<file path="src/rtl/pht_write_scheduler.sv">
// pht_write_scheduler
// Owns every write port of the banked PHT/GHT counter RAM. After reset it sweeps
// INIT_VALUE into all entries. It then maps up to REQ_NUM counter updates per cycle
// onto one write port per bank. Updates that hit a busy bank, or that would overtake
// an older pending write to the same index, wait in an in-order overflow queue.
module pht_write_scheduler #(
    parameter int ENTRY_NUM   = 2048,
    parameter int INDEX_W     = 11,
    parameter int VALUE_W     = 2,
    parameter int REQ_NUM     = 2,
    parameter int BANK_NUM    = 2,
    parameter int QUEUE_DEPTH = 8,
    parameter int INIT_VALUE  = 2
) (
    input  logic                          clk,
    input  logic                          rst,
    input  logic [REQ_NUM-1:0]            req_valid,
    input  logic [REQ_NUM*INDEX_W-1:0]    req_index,
    input  logic [REQ_NUM*VALUE_W-1:0]    req_value,
    output logic [BANK_NUM-1:0]           wr_en,
    output logic [BANK_NUM*INDEX_W-1:0]   wr_addr,
    output logic [BANK_NUM*VALUE_W-1:0]   wr_value,
    output logic                          init_busy,
    output logic [$clog2(QUEUE_DEPTH):0]  queue_count,
    output logic                          drop
);

    localparam int BANK_W = (BANK_NUM > 1) ? $clog2(BANK_NUM) : 1;
    localparam int PTR_W  = $clog2(QUEUE_DEPTH);
    localparam int CNT_W  = PTR_W + 1;
    localparam logic [BANK_W-1:0] BANK_MASK = BANK_W'(BANK_NUM - 1);

    typedef enum logic {ST_INIT, ST_RUN} state_t;

    // Per-slot views of the flattened request buses
    logic [INDEX_W-1:0] req_idx_a [REQ_NUM];
    logic [VALUE_W-1:0] req_val_a [REQ_NUM];

    // Overflow queue storage; every live entry is visible for index matching
    logic [INDEX_W-1:0] q_idx [QUEUE_DEPTH];
    logic [VALUE_W-1:0] q_val [QUEUE_DEPTH];
    logic [QUEUE_DEPTH-1:0] q_valid;

    // Registered state
    state_t             state_q, state_d;
    logic [INDEX_W-1:0] init_ptr_q, init_ptr_d;
    logic [PTR_W-1:0]   head_q, head_d;
    logic [PTR_W-1:0]   tail_q, tail_d;
    logic [CNT_W-1:0]   count_q, count_d;
    logic               init_busy_q, init_busy_d;
    logic               drop_q, drop_d;
    logic [BANK_NUM-1:0] wr_en_q, wr_en_d;
    logic [INDEX_W-1:0] wr_addr_q [BANK_NUM];
    logic [INDEX_W-1:0] wr_addr_d [BANK_NUM];
    logic [VALUE_W-1:0] wr_value_q [BANK_NUM];
    logic [VALUE_W-1:0] wr_value_d [BANK_NUM];

    // Queue write strobes produced by this cycle's evaluation
    logic [REQ_NUM-1:0] push_en;
    logic [PTR_W-1:0]   push_pos [REQ_NUM];

    genvar gi;
    generate
        for (gi = 0; gi < REQ_NUM; gi++) begin : g_req
            assign req_idx_a[gi] = req_index[gi*INDEX_W +: INDEX_W];
            assign req_val_a[gi] = req_value[gi*VALUE_W +: VALUE_W];
        end
        for (gi = 0; gi < QUEUE_DEPTH; gi++) begin : g_qvalid
            logic [PTR_W-1:0] offset;
            assign offset      = PTR_W'(gi) - head_q;
            assign q_valid[gi] = ({1'b0, offset} < count_q);
        end
        for (gi = 0; gi < BANK_NUM; gi++) begin : g_out
            assign wr_addr[gi*INDEX_W +: INDEX_W]  = wr_addr_q[gi];
            assign wr_value[gi*VALUE_W +: VALUE_W] = wr_value_q[gi];
        end
    endgenerate

    assign wr_en       = wr_en_q;
    assign init_busy   = init_busy_q;
    assign queue_count = count_q;
    assign drop        = drop_q;

    // Next-state evaluation: init sweep, or pop-then-direct-then-push arbitration
    always_comb begin
        logic [BANK_NUM-1:0] bank_busy;
        logic [CNT_W-1:0]    occ;
        logic [PTR_W-1:0]    tail_w;
        logic                pop;
        logic                conflict;
        logic [BANK_W-1:0]   bk;

        state_d     = state_q;
        init_ptr_d  = init_ptr_q;
        head_d      = head_q;
        tail_d      = tail_q;
        count_d     = count_q;
        init_busy_d = init_busy_q;
        drop_d      = 1'b0;
        wr_en_d     = '0;
        push_en     = '0;
        bank_busy   = '0;
        occ         = count_q;
        tail_w      = tail_q;
        pop         = 1'b0;
        conflict    = 1'b0;
        bk          = '0;
        for (int b = 0; b < BANK_NUM; b++) begin
            wr_addr_d[b]  = '0;
            wr_value_d[b] = '0;
        end
        for (int s = 0; s < REQ_NUM; s++) begin
            push_pos[s] = '0;
        end

        if (state_q == ST_INIT) begin
            // Requests are ignored while the sweep owns every bank
            wr_en_d = '1;
            for (int b = 0; b < BANK_NUM; b++) begin
                wr_addr_d[b]  = init_ptr_q + INDEX_W'(b);
                wr_value_d[b] = VALUE_W'(INIT_VALUE);
            end
            init_ptr_d = init_ptr_q + INDEX_W'(BANK_NUM);
            if (init_ptr_q == INDEX_W'(ENTRY_NUM - BANK_NUM)) begin
                state_d     = ST_RUN;
                init_busy_d = 1'b0;
            end
        end else begin
            // Oldest deferred write always goes first
            pop = (count_q != '0);
            if (pop) begin
                bk                = q_idx[head_q][BANK_W-1:0] & BANK_MASK;
                bank_busy[bk]     = 1'b1;
                wr_en_d[bk]       = 1'b1;
                wr_addr_d[bk]     = q_idx[head_q];
                wr_value_d[bk]    = q_val[head_q];
            end
            occ = count_q - CNT_W'(pop);

            for (int s = 0; s < REQ_NUM; s++) begin
                // A slot may not overtake any older write to the same index,
                // whether it is queued (head included) or in an earlier slot
                conflict = 1'b0;
                for (int e = 0; e < QUEUE_DEPTH; e++) begin
                    if (q_valid[e] && (q_idx[e] == req_idx_a[s])) begin
                        conflict = 1'b1;
                    end
                end
                for (int t = 0; t < REQ_NUM; t++) begin
                    if ((t < s) && req_valid[t] && (req_idx_a[t] == req_idx_a[s])) begin
                        conflict = 1'b1;
                    end
                end

                if (req_valid[s]) begin
                    bk = req_idx_a[s][BANK_W-1:0] & BANK_MASK;
                    if (!conflict && !bank_busy[bk]) begin
                        bank_busy[bk]  = 1'b1;
                        wr_en_d[bk]    = 1'b1;
                        wr_addr_d[bk]  = req_idx_a[s];
                        wr_value_d[bk] = req_val_a[s];
                    end else if (occ < CNT_W'(QUEUE_DEPTH)) begin
                        push_en[s]  = 1'b1;
                        push_pos[s] = tail_w;
                        tail_w      = tail_w + PTR_W'(1);
                        occ         = occ + CNT_W'(1);
                    end else begin
                        drop_d = 1'b1;
                    end
                end
            end

            head_d  = head_q + PTR_W'(pop);
            tail_d  = tail_w;
            count_d = occ;
        end
    end

    // Control and output registers; reset restarts the sweep and empties the queue
    always_ff @(posedge clk) begin
        if (rst) begin
            state_q     <= ST_INIT;
            init_ptr_q  <= '0;
            head_q      <= '0;
            tail_q      <= '0;
            count_q     <= '0;
            init_busy_q <= 1'b1;
            drop_q      <= 1'b0;
            wr_en_q     <= '0;
            for (int b = 0; b < BANK_NUM; b++) begin
                wr_addr_q[b]  <= '0;
                wr_value_q[b] <= '0;
            end
        end else begin
            state_q     <= state_d;
            init_ptr_q  <= init_ptr_d;
            head_q      <= head_d;
            tail_q      <= tail_d;
            count_q     <= count_d;
            init_busy_q <= init_busy_d;
            drop_q      <= drop_d;
            wr_en_q     <= wr_en_d;
            for (int b = 0; b < BANK_NUM; b++) begin
                wr_addr_q[b]  <= wr_addr_d[b];
                wr_value_q[b] <= wr_value_d[b];
            end
        end
    end

    // Queue payload storage; stale contents are harmless because count gates validity
    always_ff @(posedge clk) begin
        for (int s = 0; s < REQ_NUM; s++) begin
            if (push_en[s]) begin
                q_idx[push_pos[s]] <= req_idx_a[s];
                q_val[push_pos[s]] <= req_val_a[s];
            end
        end
    end

endmodule
</file>
<file path="config.mk">
export PLATFORM = sky130hd
export DESIGN_NAME = pht_write_scheduler
export DESIGN_NICKNAME = d
export VERILOG_FILES = /design/src/rtl/pht_write_scheduler.sv
export SDC_FILE = /design/constraint.sdc
export NUM_CORES = 1
export LEC_CHECK = 0
export ABC_AREA = 1
export BUFFER_PORTS_ARGS = -buffer_cell sky130_fd_sc_hd__buf_2
export CAP_MARGIN = 40
export CORE_UTILIZATION = 55
export DETAILED_ROUTE_END_ITERATION = 8
export GPL_ROUTABILITY_DRIVEN = 0
export PLACE_DENSITY = 0.73
export SLEW_MARGIN = 20
export SYNTH_ARGS = -nofsm -noshare
export SYNTH_HDL_FRONTEND = slang
export SYNTH_SLANG_ARGS = --single-unit
</file>
<file path="constraint.sdc">
create_clock -name clk -period 5.1 [get_ports clk]
set_input_delay 0.51 -clock clk [delete_from_list [all_inputs] [get_ports clk]]
set_output_delay 0.51 -clock clk [all_outputs]
set_load 0.02 [all_outputs]
</file>
Yosys cells after proc, flatten, opt, wreduce, memory -nomap -nowiden
Memory sizes are Yosys's and may differ from the RTL's. A register that Yosys moved wholly into a read port is not among the register bits.
Index checks and enable logic that the tools add are counted.
Storage, ports and cells
  register bits after elaboration: 26
  memory bits (writable): 130
  output and inout bits: 34
  logic and storage cells: 232
  memories: 4
Memories
  q_idx: depth 8, bits a word 11, rd ports 9, clocked after memory_dff 1, wr ports 2, RTL line 40  | logic [INDEX_W-1:0] q_idx [QUEUE_DEPTH];
  wr_addr_q: depth 2, bits a word 11, rd ports 2, clocked after memory_dff 0, wr ports 2, RTL line 53  | logic [INDEX_W-1:0] wr_addr_q [BANK_NUM];
  q_val: depth 8, bits a word 2, rd ports 1, clocked after memory_dff 1, wr ports 2, RTL line 41  | logic [VALUE_W-1:0] q_val [QUEUE_DEPTH];
  wr_value_q: depth 2, bits a word 2, rd ports 2, clocked after memory_dff 0, wr ports 2, RTL line 55  | logic [VALUE_W-1:0] wr_value_q [BANK_NUM];
Cells by class
  $add $sub $neg: 16
  $lt $le $gt $ge: 22
  equal/unequal tests: 18
  multiplexer cells: 120
  bitwise logic cells: 12
  reductions and logical operators: 32
Operators with widths (count)
  $eq A11 B11 Y1: 17
  $mux W22: 8
  $mux W4: 15
  $mux W11: 5
  $mux W3: 17
  $mux W1: 47
  $bwmux W22: 2
  $demux W11 S1: 3
  $lt A3 B4 Y1: 8
  $mux W2: 14
  $logic_and A1 B1 Y1: 25
  $and A22 B22 Y22: 1
  $sub A3 B3 Y3 const A: 4
  $add A11 B1 Y11 const B: 1
  $add A11 B2 Y11 const B: 1
  $eq A11 B11 Y1 const B: 1
  $add A4 B1 Y4 const B: 2
  $bwmux W4: 2
  $lt A4 B4 Y1 const B: 2
  $add A3 B1 Y3 const B: 2
  $demux W2 S1: 3
  $ge A2 B2 Y1 const B: 3
  $lt A1 B2 Y1 const B: 3
  $lt A2 B1 Y1 const B: 3
  16 further kinds: 31

Depth between registers and ports, before layout
  word-level depth: 26
  gate-level depth with buffers: 24
  gate-level depth less buffers: 24

Worst setup path before layout
OpenSTA, ideal clock, no wires.
  kind: reg2reg
  start: reg head_q[1]
  end: mem q_idx[1][0], enable pin
  data arrival time: 3.498 ns
  setup slack: 1.217 ns
  stages on the path, launching flop included: 24
  buffers on the path: 2
  path through: dfxtp_1 > inv_1 > ha_1 > xnor2_1 > inv_1 > ha_1 > inv_1 > nor2_1 > a21boi_1 > nand3_1 > nand2_1 > nor2_4 > nand3_2 > nand2_2 > inv_1 > nand2_1 > nand2_1 > ha_1 > buf_2 > nand4_4 > nor2_2 > nand2_2 > buf_4 > o21ai_1
RTL lines
  start, declared: RTL line 47  | logic [PTR_W-1:0] head_q, head_d;
  start signal, assigned: RTL line 184  | head_q <= '0;
  start signal, assigned: RTL line 197  | head_q <= head_d;
  end, declared: RTL line 40

==> impl_metrics.json <==
{
  "required_ns": 5.25,
  "cts.sinks": 156,
  "totalWireLength_um": 41400,
  "dieArea_um2": 22500,
  "max_freq_mhz": 211,
  "grt_remaining_overflow": 0,
  "grt_antenna_before_repair": 0,
  "min-delay-start": "req_index[6]",
  "synth_ff_type": "edfxtp_1",
  "skew_ns": 0.0128,
  "r2r_slack_ns": 0.36,
  "io_pins": 64,
  "insertion_delay_ns": 0.46,
  "critPathSlowestCell": "a22oi_1",
  "ys_top_cells_by_count": "539 x nand2_1, 123 x inv_1, 112 x nand4_1, 108 x nor2_1, 104 x edfxtp_1",
  "fp.coreArea_um2": 21200,
  "outcome": "finished clean",
  "area_growth_pct": 6.63,
  "setup_viol": 0,
  "period_needed_ns": 4.74,
  "layout-drive-gt1-share_pct": 10.1,
  "postLayoutCellArea_um2": 12800,
  "wire_per_inst_um": 21.1,
  "first_iter_violations": 1765,
  "crit_chain": "xnor2_1 -> inv_1 -> ha_1 -> inv_1 -> nor2_1 -> a22oi_1 -> nand3_1 -> nand2_1 -> nor2_4 -> nand3_2 -> nand2_2 -> inv_1 -> nand2_1 -> nand2_1 -> ha_4 -> nand4_4 -> nor2_2 -> buf_4 -> nand2_2 -> o21ai_1 -> buf_4",
  "cts_tree": "yes",
  "yosys.area.top_type": "edfxtp_1",
  "initial_core_util_pct": 56.8,
  "hold_path_class": "in -> reg",
  "die_y_um": 150,
  "port_buffers": 62,
  "cp.arrival_ns": 4.89,
  "final_net_count": 1734,
  "final.period_utilization_pct": 93.0,
  "final_antenna_net_count": 0,
  "slew_violations": 0,
  "path_max_fanout": 17,
  "grt_pass1_vias": 11000,
  "synth-edff-count": 104,
  "hold_viol_final": 0,
  "drc_errors": 0,
  "yosysMostFrequentCell": "nand2_1",
  "clk_path_buf_depth": 2,
  "placed_cells": 1936,
  "hpwl_um": 28400,
  "clk_pin_slew_ns": 0.08,
  "final_core_util_pct": 60.5,
  "tightest_slew_ns": 0.832,
  "cap_viol_max_count": 0,
  "critPathTopFamily": "simple AND/OR/NAND/NOR gates",
  "vias": 12100,
  "setup_ws_ns": 0.359,
  "ys_seq_area_share_pct": 34.6,
  "slowest_delay_ns": 0.65,
  "synth_area_leaders": "edfxtp_1 26%, nand2_1 17%, dfxtp_1 8.6%",
  "vdd_drop_max_v": 0.000230,
  "syn_avg_cell_area_um2": 7.10,
  "powerDensity_nw_per_um2": 232,
  "dp_slack_ns": 0.234,
  "fillers": 1914,
  "worstSetupStartpointType": "flop",
  "cts_buffers": 17,
  "drtPass1Iterations": 7,
  "p_leak_nw": 5.71,
  "whs_ns": 0.454,
  "syn_area_um2": 12000,
  "die_w_um": 150,
  "grt_util_all_layers_pct": 37.6,
  "syn-instance-count": 1697,
  "yosysTopAreaCellShare_pct": 25.9,
  "routed_via_density": 6.17,
  "grt_max_degree": 42,
  "cts-htree-levels": 4,
  "path_buf_inv": 5,
  "final.setup.tns_ns": 0,
  "worstSetupPathType": "reg -> reg",
  "ys_ff_latch": 156,
  "dpl-instance-area_um2": 12300,
  "endpoint_kind": "flop",
  "r2r_start": "head_q[2]",
  "cts-root-buf": "clkbuf_16",
  "stdcell_count": 1968,
  "async_flop_share_pct": 0,
  "rows": 53,
  "syn_nets": 1751,
  "power_mw": 2.98,
  "slew_headroom_pct": 44.5,
  "grt_pass1_wl_um": 63000,
  "synth_cell_types": 49,
  "antennaDiodeCount": 0,
  "critPathLaunch": "head_q[2]",
  "rsz0062_at_grt": "false",
  "synth-warning-count": 0
}
cells in the final DEF (no fill, tap or decap), types with 3 or more instances in the layout:
master / count
ha_1: 23
nor4_1: 4
nor2_4: 4
dfxtp_1: 51
nor2_2: 4
edfxtp_1: 104
buf_2: 62
a21boi_1: 5
xor2_1: 32
nor3_1: 19
xnor2_1: 88
o211ai_1: 16
o21ai_1: 7
a221oi_1: 4
nand2_1: 539
o21ai_0: 88
o22ai_1: 11
nand2_2: 8
o21ai_2: 4
nand3_4: 5
inv_8: 5
nor2_1: 108
clkbuf_16: 17
nand3_2: 7
nand4_1: 112
a21oi_1: 60
buf_4: 32
a31oi_1: 17
inv_2: 4
inv_1: 123
inv_6: 8
nand3_1: 93
clkinv_1: 3
area by class of cell:
cell class | count | area [µm²] | area share, %
clock inverter | 15 | 140 | 1.09
sequential | 156 | 4170 | 32.4
inverter | 132 | 500 | 3.90
multi-input combinational | 1278 | 6710 | 52.2
clock buffer | 17 | 425 | 3.31
tap | 275 | 344 | 2.68
timing repair buffer | 95 | 562 | 4.37
final timing paths:
kind / endpoint / cells after the start
hold / removal: q_idx[7][6] / 3
setup / recovery: q_idx[1][7] / 21
setup reg to reg: q_idx[1][7] / 21
hold reg to reg: init_busy / 2
repair_timing:
action / 4_1_cts / 5_1_grt
hold buffers: 0 / 0
setup buffers: 0 / 0
endpoints found under the setup margin: 0 / 22
resized for setup: 0 / 2
kinds of logic after synthesis:
family,Yosys count,share of synthesized area [%]
AO/OA/AOI/OAI,221,10.4
XOR/XNOR,120,8.72
adder cells (fa/ha/maj),24,2.49
buffers and inverters,263,9.92
flip-flops,156,34.6
other,1,0.0311
AND/OR/NAND/NOR,912,33.9
power by group:
part / switching [mW] / internal, mW / total, mW
logic: 0.247 / 0.0966 / 0.344
registers: 0.00404 / 1.35 / 1.36
clock network: 0.631 / 0.652 / 1.28
total: 0.882 / 2.10 / 2.98
tightest hold or removal path: cells and delay by family:
| kind | cells | cell delay [ns] |
|---|---|---|
| buf+inv | 1 | 0.17 |
| simple gates | 2 | 0.12 |
registers in the layout (all words and copies together), names as in the netlist, 3 cells and up, named ones only:
| name | cells |
|---|---|
| tail_q | 3 |
| q_val | 16 |
| q_idx | 88 |
| wr_addr_q | 21 |
| queue_count | 4 |
| init_ptr_q | 10 |
| head_q | 3 |
| wr_value_q | 4 |
routing by layer:
layer	vias up	GRT usage [%]	routed length [µm]
met1	5471	50.0	16000
met5	-	0	0
met3	168	10.6	5700
li1	5608	-	-
met2	897	55.0	17500
met4	0	20.5	2240
Note: power is estimated with default switching activity, not from simulation.
